[config.mk]
export PLATFORM = sky130hd
export DESIGN_NAME = pipe_wb_q
export DESIGN_NICKNAME = d
export VERILOG_FILES = /design/src/rtl/pipe_pkg.sv /design/src/rtl/pipe_wb_q_queue.sv /design/src/rtl/pipe_wb_q.sv
export SDC_FILE = /design/constraint.sdc
export NUM_CORES = 1
export LEC_CHECK = 0
export BUFFER_PORTS_ARGS = -buffer_cell sky130_fd_sc_hd__buf_2
export CORE_ASPECT_RATIO = 0.6
export CORE_MARGIN = 2
export CORE_UTILIZATION = 50
export CTS_BUF_LIST = sky130_fd_sc_hd__clkbuf_16
export CTS_CLUSTER_DIAMETER = 60
export DETAILED_ROUTE_END_ITERATION = 6
export PLACE_DENSITY_LB_ADDON = 0.08
export SLEW_MARGIN = 10
export SYNTH_ARGS = -nofsm -noshare
export SYNTH_HDL_FRONTEND = slang
export SYNTH_SLANG_ARGS = --single-unit
export TNS_END_PERCENT = 100
[constraint.sdc]
create_clock -name clk -period 3.3 [get_ports clk]
set_input_delay 0 -clock clk [delete_from_list [all_inputs] [get_ports clk]]
set_output_delay 0 -clock clk [all_outputs]
set_load 0.02 [all_outputs]
[src/rtl/pipe_pkg.sv]
// Shared writeback types: queue entry layout and exception cause codes.
// Entry field widths match the default DATA_W/ADDR_W of pipe_wb_q.
package pipe_pkg;

   localparam int WB_DATA_W = 32;
   localparam int WB_ADDR_W = 5;

   localparam logic [4:0] EXC_INT  = 5'h00;
   localparam logic [4:0] EXC_ADEL = 5'h04;
   localparam logic [4:0] EXC_ADES = 5'h05;
   localparam logic [4:0] EXC_SYS  = 5'h08;
   localparam logic [4:0] EXC_BP   = 5'h09;
   localparam logic [4:0] EXC_RI   = 5'h0a;
   localparam logic [4:0] EXC_OV   = 5'h0c;

   typedef struct packed {
      logic [WB_DATA_W-1:0] result;
      logic [WB_ADDR_W-1:0] rdc;
      logic                 we;
      logic                 ex_flag;
      logic [4:0]           ex_code;
      logic [WB_DATA_W-1:0] pc;
   } wb_entry_t;

endpackage

[src/rtl/pipe_wb_q_queue.sv]
// Writeback queue storage: circular buffer with flush and
// per-entry read-out ordered oldest (index 0) to youngest.
module wb_queue
   import pipe_pkg::*;
#(
   parameter int DEPTH = 4
) (
   input  logic                     clk,
   input  logic                     rst,
   input  logic                     push,
   input  wb_entry_t                push_data,
   input  logic                     pop,
   input  logic                     flush,
   output logic                     full,
   output logic                     empty,
   output logic [$clog2(DEPTH):0]   count,
   output wb_entry_t                age_ent [DEPTH],
   output logic [DEPTH-1:0]         age_vld
);

   localparam int PTR_W = $clog2(DEPTH);
   localparam int CNT_W = PTR_W + 1;

   wb_entry_t        mem [DEPTH];
   logic [PTR_W-1:0] rd_ptr;
   logic [PTR_W-1:0] wr_ptr;
   logic [CNT_W-1:0] cnt;
   logic             do_push;
   logic             do_pop;

   assign full    = (cnt == CNT_W'(DEPTH));
   assign empty   = (cnt == '0);
   assign count   = cnt;
   assign do_push = push & ~full;
   assign do_pop  = pop & ~empty;

   always_ff @(posedge clk) begin
      if (rst || flush) begin
         rd_ptr <= '0;
         wr_ptr <= '0;
         cnt    <= '0;
      end else begin
         if (do_push) wr_ptr <= wr_ptr + PTR_W'(1);
         if (do_pop)  rd_ptr <= rd_ptr + PTR_W'(1);
         cnt <= cnt + CNT_W'(do_push) - CNT_W'(do_pop);
      end
   end

   // Payload storage carries no reset; validity lives in cnt.
   always_ff @(posedge clk) begin
      if (do_push) mem[wr_ptr] <= push_data;
   end

   always_comb begin
      for (int k = 0; k < DEPTH; k++) begin
         age_ent[k] = mem[rd_ptr + PTR_W'(k)];
         age_vld[k] = (CNT_W'(k) < cnt);
      end
   end

endmodule

[src/rtl/pipe_wb_q.sv]
// Writeback queue stage: head retire, exception flush, bypass lookup.
// Define PIPE_WB_Q_BYPASS_EN to build the bypass compare network.
module pipe_wb_q
   import pipe_pkg::*;
#(
   parameter int DATA_W = 32,
   parameter int ADDR_W = 5,
   parameter int DEPTH  = 4
) (
   input  logic                   clk,
   input  logic                   rst,
   input  logic                   mem_wb_validto,
   output logic                   wb_allowin,
   input  logic [DATA_W-1:0]      wb_result_in,
   input  logic [ADDR_W-1:0]      rdc_mem_in,
   input  logic                   rf_we_in,
   input  logic                   ex_wb_in,
   input  logic [4:0]             ex_code_in,
   input  logic [DATA_W-1:0]      pc_in,
   input  logic                   rf_wr_ready,
   output logic                   rf_we,
   output logic [ADDR_W-1:0]      rdc_wb,
   output logic [DATA_W-1:0]      wb_result,
   output logic                   ex,
   output logic [4:0]             ex_code,
   output logic [DATA_W-1:0]      ex_pc,
   input  logic [ADDR_W-1:0]      byp_rdc,
   output logic                   byp_hit,
   output logic [DATA_W-1:0]      byp_data,
   output logic [$clog2(DEPTH):0] wb_count
);

   wb_entry_t        in_ent;
   wb_entry_t        head;
   wb_entry_t        age_ent [DEPTH];
   logic [DEPTH-1:0] age_vld;
   logic             head_valid;
   logic             full;
   logic             empty;
   logic             push;
   logic             pop;

   always_comb begin
      in_ent         = '0;
      in_ent.result  = wb_result_in;
      in_ent.rdc     = rdc_mem_in;
      in_ent.we      = rf_we_in;
      in_ent.ex_flag = ex_wb_in;
      in_ent.ex_code = ex_code_in;
      in_ent.pc      = pc_in;
   end

   wb_queue #(
      .DEPTH     (DEPTH)
   ) u_queue (
      .clk       (clk),
      .rst       (rst),
      .push      (push),
      .push_data (in_ent),
      .pop       (pop),
      .flush     (ex),
      .full      (full),
      .empty     (empty),
      .count     (wb_count),
      .age_ent   (age_ent),
      .age_vld   (age_vld)
   );

   assign head       = age_ent[0];
   assign head_valid = ~empty;
   assign wb_allowin = ~full;

   assign rf_we     = head_valid & head.we & ~head.ex_flag
                    & (head.rdc != '0);
   assign rdc_wb    = head.rdc;
   assign wb_result = head.result;

   // An exception head retires immediately and flushes everything behind it.
   assign ex      = head_valid & head.ex_flag;
   assign ex_code = head.ex_code;
   assign ex_pc   = head.pc;

   assign pop  = (rf_we & rf_wr_ready) | (head_valid & ~rf_we);
   assign push = mem_wb_validto & wb_allowin & ~ex;

`ifdef PIPE_WB_Q_BYPASS_EN
   // Later (younger) matches override earlier ones.
   always_comb begin
      byp_hit  = 1'b0;
      byp_data = '0;
      for (int k = 0; k < DEPTH; k++) begin
         if (age_vld[k] && age_ent[k].we && !age_ent[k].ex_flag
             && age_ent[k].rdc == byp_rdc && byp_rdc != '0) begin
            byp_hit  = 1'b1;
            byp_data = age_ent[k].result;
         end
      end
   end
`else
   logic unused_ok;

   assign byp_hit  = 1'b0;
   assign byp_data = '0;

   always_comb begin
      unused_ok = ^{byp_rdc, age_vld};
      for (int k = 1; k < DEPTH; k++) begin
         unused_ok = unused_ok ^ (^age_ent[k]);
      end
   end
`endif

endmodule

=== After elaboration in Yosys (flattened, before gate mapping) ===
Memory sizes are Yosys's and may differ from the RTL's. A register that Yosys moved wholly into a read port is not among the register bits.
Index checks and enable logic that the tools add are counted.

* Reduce and logical (&&, ||, !) cells: 3
* Equal/unequal tests: 1
* $add $sub $neg: 4
* Mux-type cells: 4
* Bitwise logic cells: 16

{| class="wikitable"
|+ Operators by type and width
! cell !! count
|-
| $and 1x1->1 || 10
|-
| $not 1->1 || 5
|-
| $reduce_bool 5->1 || 1
|-
| $add 2x1->2 const B || 2
|-
| $mux 2 || 2
|-
| $add 3x1->3 || 1
|-
| $eq 3x3->1 const B || 1
|-
| $logic_not 3->1 || 1
|-
| $sub 3x1->3 || 1
|-
| $mux 1 || 2
|-
| $logic_or 1x1->1 || 1
|-
| $or 1x1->1 || 1
|}

* Logic and storage cells: 32
* Memory bits (writable): 304
* Output and inout bits: 113
* Register bits: 7
* Memories: 1

{| class="wikitable"
|+ Memories
! name !! words !! width !! read ports !! clocked after Yosys merged registers in !! wr ports !! RTL line !! source
|-
| u_queue.mem || 4 || 76 || 1 || 1 || 1 || pipe_wb_q_queue.sv:24 || <nowiki>wb_entry_t mem [DEPTH];</nowiki>
|}

=== Longest topological paths before layout ===
* Word-level depth: 11
* Mapped depth: 14
* Mapped depth without buffers: 12

=== Modules after synthesis ===
Synthesis repeated with hierarchy kept, for this count alone.

* Cells, all modules: 778
* Area, all modules: 17351.6 um^2

{| class="wikitable"
|+ By module, submodules not included
! module !! area each (um^2) !! cells each !! times used
|-
| wb_queue || 17040.1 || 735 || 1
|-
| pipe_wb_q || 311.5 || 43 || 1
|}

=== Worst setup path after synthesis ===
OpenSTA, ideal clock, no wires.

* Kind: register to register
* Start point: register (tool-made name)
* End point: memory u_queue.mem[2][0] in the netlist's numbering (enable)
* Slack: -0.390 ns
* Stages on the path, launching flop included: 6
* Arrival: 3.247 ns
* Setup time: 0.443 ns
* Data required time: 2.857 ns
* Path buffers: 1
* Cell sequence: dfxtp_1 > buf_6 > mux4_2 > and2_1 > nor2_1 > and2_1

{| class="wikitable"
|+ RTL lines
! what !! RTL line
|-
| end: declaration || pipe_wb_q_queue.sv:24
|}

==> results.yml <==
status:
  status: "finished, final reports clean"
floorplanning:
  io_pins: 198
  coreArea_mm2: 0.02308
  rows: 43
  design.die.area_mm2: 0.02475
  die_w_um: 201.8
  die_h_um: 122.7
  start_util_pct: 50.85
global_routing:
  antenna_found_initial: 1
  grt_pass1_wl_mm: 33.22
  grt_max_degree: 50
  overflow: 0
  grt_usage_pct: 17.92
  grt_pass1_vias: 5996
placed_design:
  placed_area_mm2: 0.01295
  hpwl_mm: 13.58
  port-buffer-count: 159
  gp_congestion: 0.7367
critical_path:
  r2r_slack_ps: 370
  critPathKind: "register to output port"
  worstPathArrival_ps: 2990
  path_max_fanout: 36
  cp.required_ps: 3300
  rr_endpoint: "u_queue.count[2]$_SDFF_PP0_"
  critPathCaptureType: "output port"
  reg2regPathDepth: 10
  critPathLaunchType: "register"
sta:
  slew_headroom_pct: 49.05
  skew_ps: 12.00
  finalSetupTns_ps: 0
  worst_slew_pin_slew_ps: 764.3
  post-route-min-period_ps: 2995
  finalSetupViolCount: 0
  fin_crit_sh_pct: 90.75
  fmax_ghz: 0.3339
  rsz0062_at_grt: "false"
  maxSlewViolCount: 0
  hold_viol_final: 0
power:
  power_density_mw_per_mm2: 821.4
  irDropWorstVdd_mv: 0.4601
  p_total_uw: 12060
  p_leak_uw: 0.005060
cts:
  cts_buffer_depth: 3
  clk_root_buffer_cell: "clkbuf_16"
  clkTransAtPathRegs_ps: 60
  cts_sinks: 313
  htree_levels: 1
  cts_buffers: 28
  cts_tree: "done"
  clkLatencyLatePin_ps: 540
min_path:
  holdCritStartpoint: "rst"
  holdPathEnd: "u_queue.count[0]$_SDFF_PP0_"
  hold_path_depth: 3
  hold_class: "input port to register"
synth:
  ys_types: 34
  post-synth-top-area-cell: "edfxtp_1"
  netlist_area_mm2: 0.01174
  async_flop_share_pct: 0
  synth_edf_count: 304
  seq_area_frac_synth_pct: 79.32
  synthSimpleGateAreaFrac_pct: 1.375
  yosys-mux-area-fraction_pct: 14.67
  ys_top_cells_by_count: "304 x edfxtp_1, 76 x mux4_2, 33 x buf_4, 9 x buf_2, 9 x dfxtp_1"
  synth_top_area_share_pct: 77.78
  yosys_warnings: 0
  synth-compound-area-share_pct: 0.4691
  synth_top_family_by_area: "multiplexers"
  yosysMostFrequentCell: "edfxtp_1"
  netlist_instances: 494
  ys_top_cells_by_area: "edfxtp_1 78%, mux4_2 15%, buf_4 2.1%"
  synth-adder-area-share_pct: 0.8102
  synthXorXnorAreaFrac_pct: 0.2239
  syn_area_per_cell_um2: 23.76
  ys.flop_type: "edfxtp_1"
  synth_seq_cells: 313
route:
  routed_via_density: 5.154
  totalWireLength_mm: 21.78
  postRouteAntennaNets: 0
  vias: 5664
  drc: 0
  route.detailed.wl_per_inst_um: 19.82
  drtIter0Drc: 283
  drt_pre_antenna_iters: 6
flow_run:
  maxCapViolCount: 0
layout:
  num-fill-cells: 1573
  nets: 853
  syn2layout_area_growth_pct: 25.10
  stdcell_area_mm2: 0.01468
  layout.area.seq_mm2: 0.009316
  drive_gt1_share_pct: 39.46
  multi_input_area_mm2: 0.002193
## worst max-delay path by stage
stage / endpoint / cells past startpoint / from
2_1_floorplan: u_queue.mem[0][0]$_DFFE_PP_ / 5 / register
5_1_grt: ex_pc[22] / 4 / register
3_3_place_gp: u_queue.mem[1][8]$_DFFE_PP_ / 7 / register
3_5_place_dp: u_queue.mem[1][8]$_DFFE_PP_ / 7 / register
6_report: ex_pc[22] / 4 / register
4_1_cts: ex_pc[22] / 4 / register
## metal layers
metal	up-vias	global-route usage, %	wire length [µm]
li1	2530	-	-
met1	2946	24.87	9537
met2	146	28.89	10380
met3	42	4.567	1407
met4	0	4.733	453
met5	-	0	0
## where the power goes
part | leakage, µW | internal (µW) | total [µW] | switching [µW]
registers | 0.00285 | 4960 | 5130 | 170
clock network | 0.000464 | 1910 | 3290 | 1380
logic | 0.00175 | 1520 | 3640 | 2120
total | 0.00506 | 8390 | 12100 | 3670
## sequential cells by signal (all words and copies together), names as in the netlist, named ones only
name,count
u_queue.rd_ptr,2
u_queue.count,3
u_queue.wr_ptr,2
u_queue.mem,304
## worst max-delay path, cell delays in order (launching register included)
cell and delay, ps:
dfxtp_4 450, buf_4 430, buf_4 670, mux4_2 640
buf_2 190
## per-stage QoR
| step | util, % | worst slack, ps | cells | hold WS, ps |
|---|---|---|---|---|
| global route | 63.61 | 57.76 | 1099 | 163.3 |
| finish | 63.61 | 305.4 | 1099 | 88.88 |
| floorplan | - | 436.0 | 526 | 98.87 |
| detailed placement | 56.12 | 320.9 | 968 | 214.6 |
| global placement | 56.12 | 345.6 | 968 | 208.6 |
| CTS | 63.60 | 196.0 | 1098 | 103.0 |
## kinds of logic (layout without fill, tap and decap cells)
logic type | count (synthesis) | count (layout)
muxes | 77 | 77
adders and majority gates | 7 | 7
xor gates and xnor gates | 3 | 3
buffers and inverters | 57 | 314
and+or+nand+nor | 28 | 28
other | 1 | 34
AOI/OAI and AO/OA | 8 | 8
DFF | 313 | 313
## what timing repair did
item	4_1_cts	5_1_grt
gates resized for setup	0	0
hold endpoints to repair	309	0
hold buffers	78	0
buffers inserted	0	0
## placed cells by master, fill, tap and decap left out, types with 2 or more instances in the layout
cell type | Yosys | routed
clkinv_2 | 0 | 7
buf_4 | 33 | 12
clkinvlp_4 | 0 | 4
dlygate4sd3_1 | 0 | 78
buf_12 | 0 | 7
ha_1 | 6 | 6
buf_2 | 9 | 159
xnor2_1 | 2 | 2
nor2_1 | 8 | 8
mux4_2 | 76 | 76
nor4_1 | 2 | 2
inv_1 | 6 | 8
a21oi_1 | 2 | 2
nand2_1 | 2 | 2
clkinv_1 | 0 | 5
bufinv_16 | 0 | 4
and2_4 | 0 | 4
clkbuf_16 | 0 | 29
edfxtp_1 | 304 | 304
dfxtp_1 | 9 | 7
conb_1 | 1 | 33
nand2b_1 | 4 | 4
dfxtp_4 | 0 | 2
## cell type report
class / instances / share of cell area [%]
Sequential cell: 313 / 63.46
Multi-Input combinational cell: 156 / 14.94
Timing Repair Buffer: 256 / 12.31
Clock buffer: 29 / 4.943
Tap cell: 315 / 2.685
Clock inverter: 23 / 1.500
Inverter: 6 / 0.1534
Antenna cell: 1 / 0.01704
(Power assumes the default switching activity.)
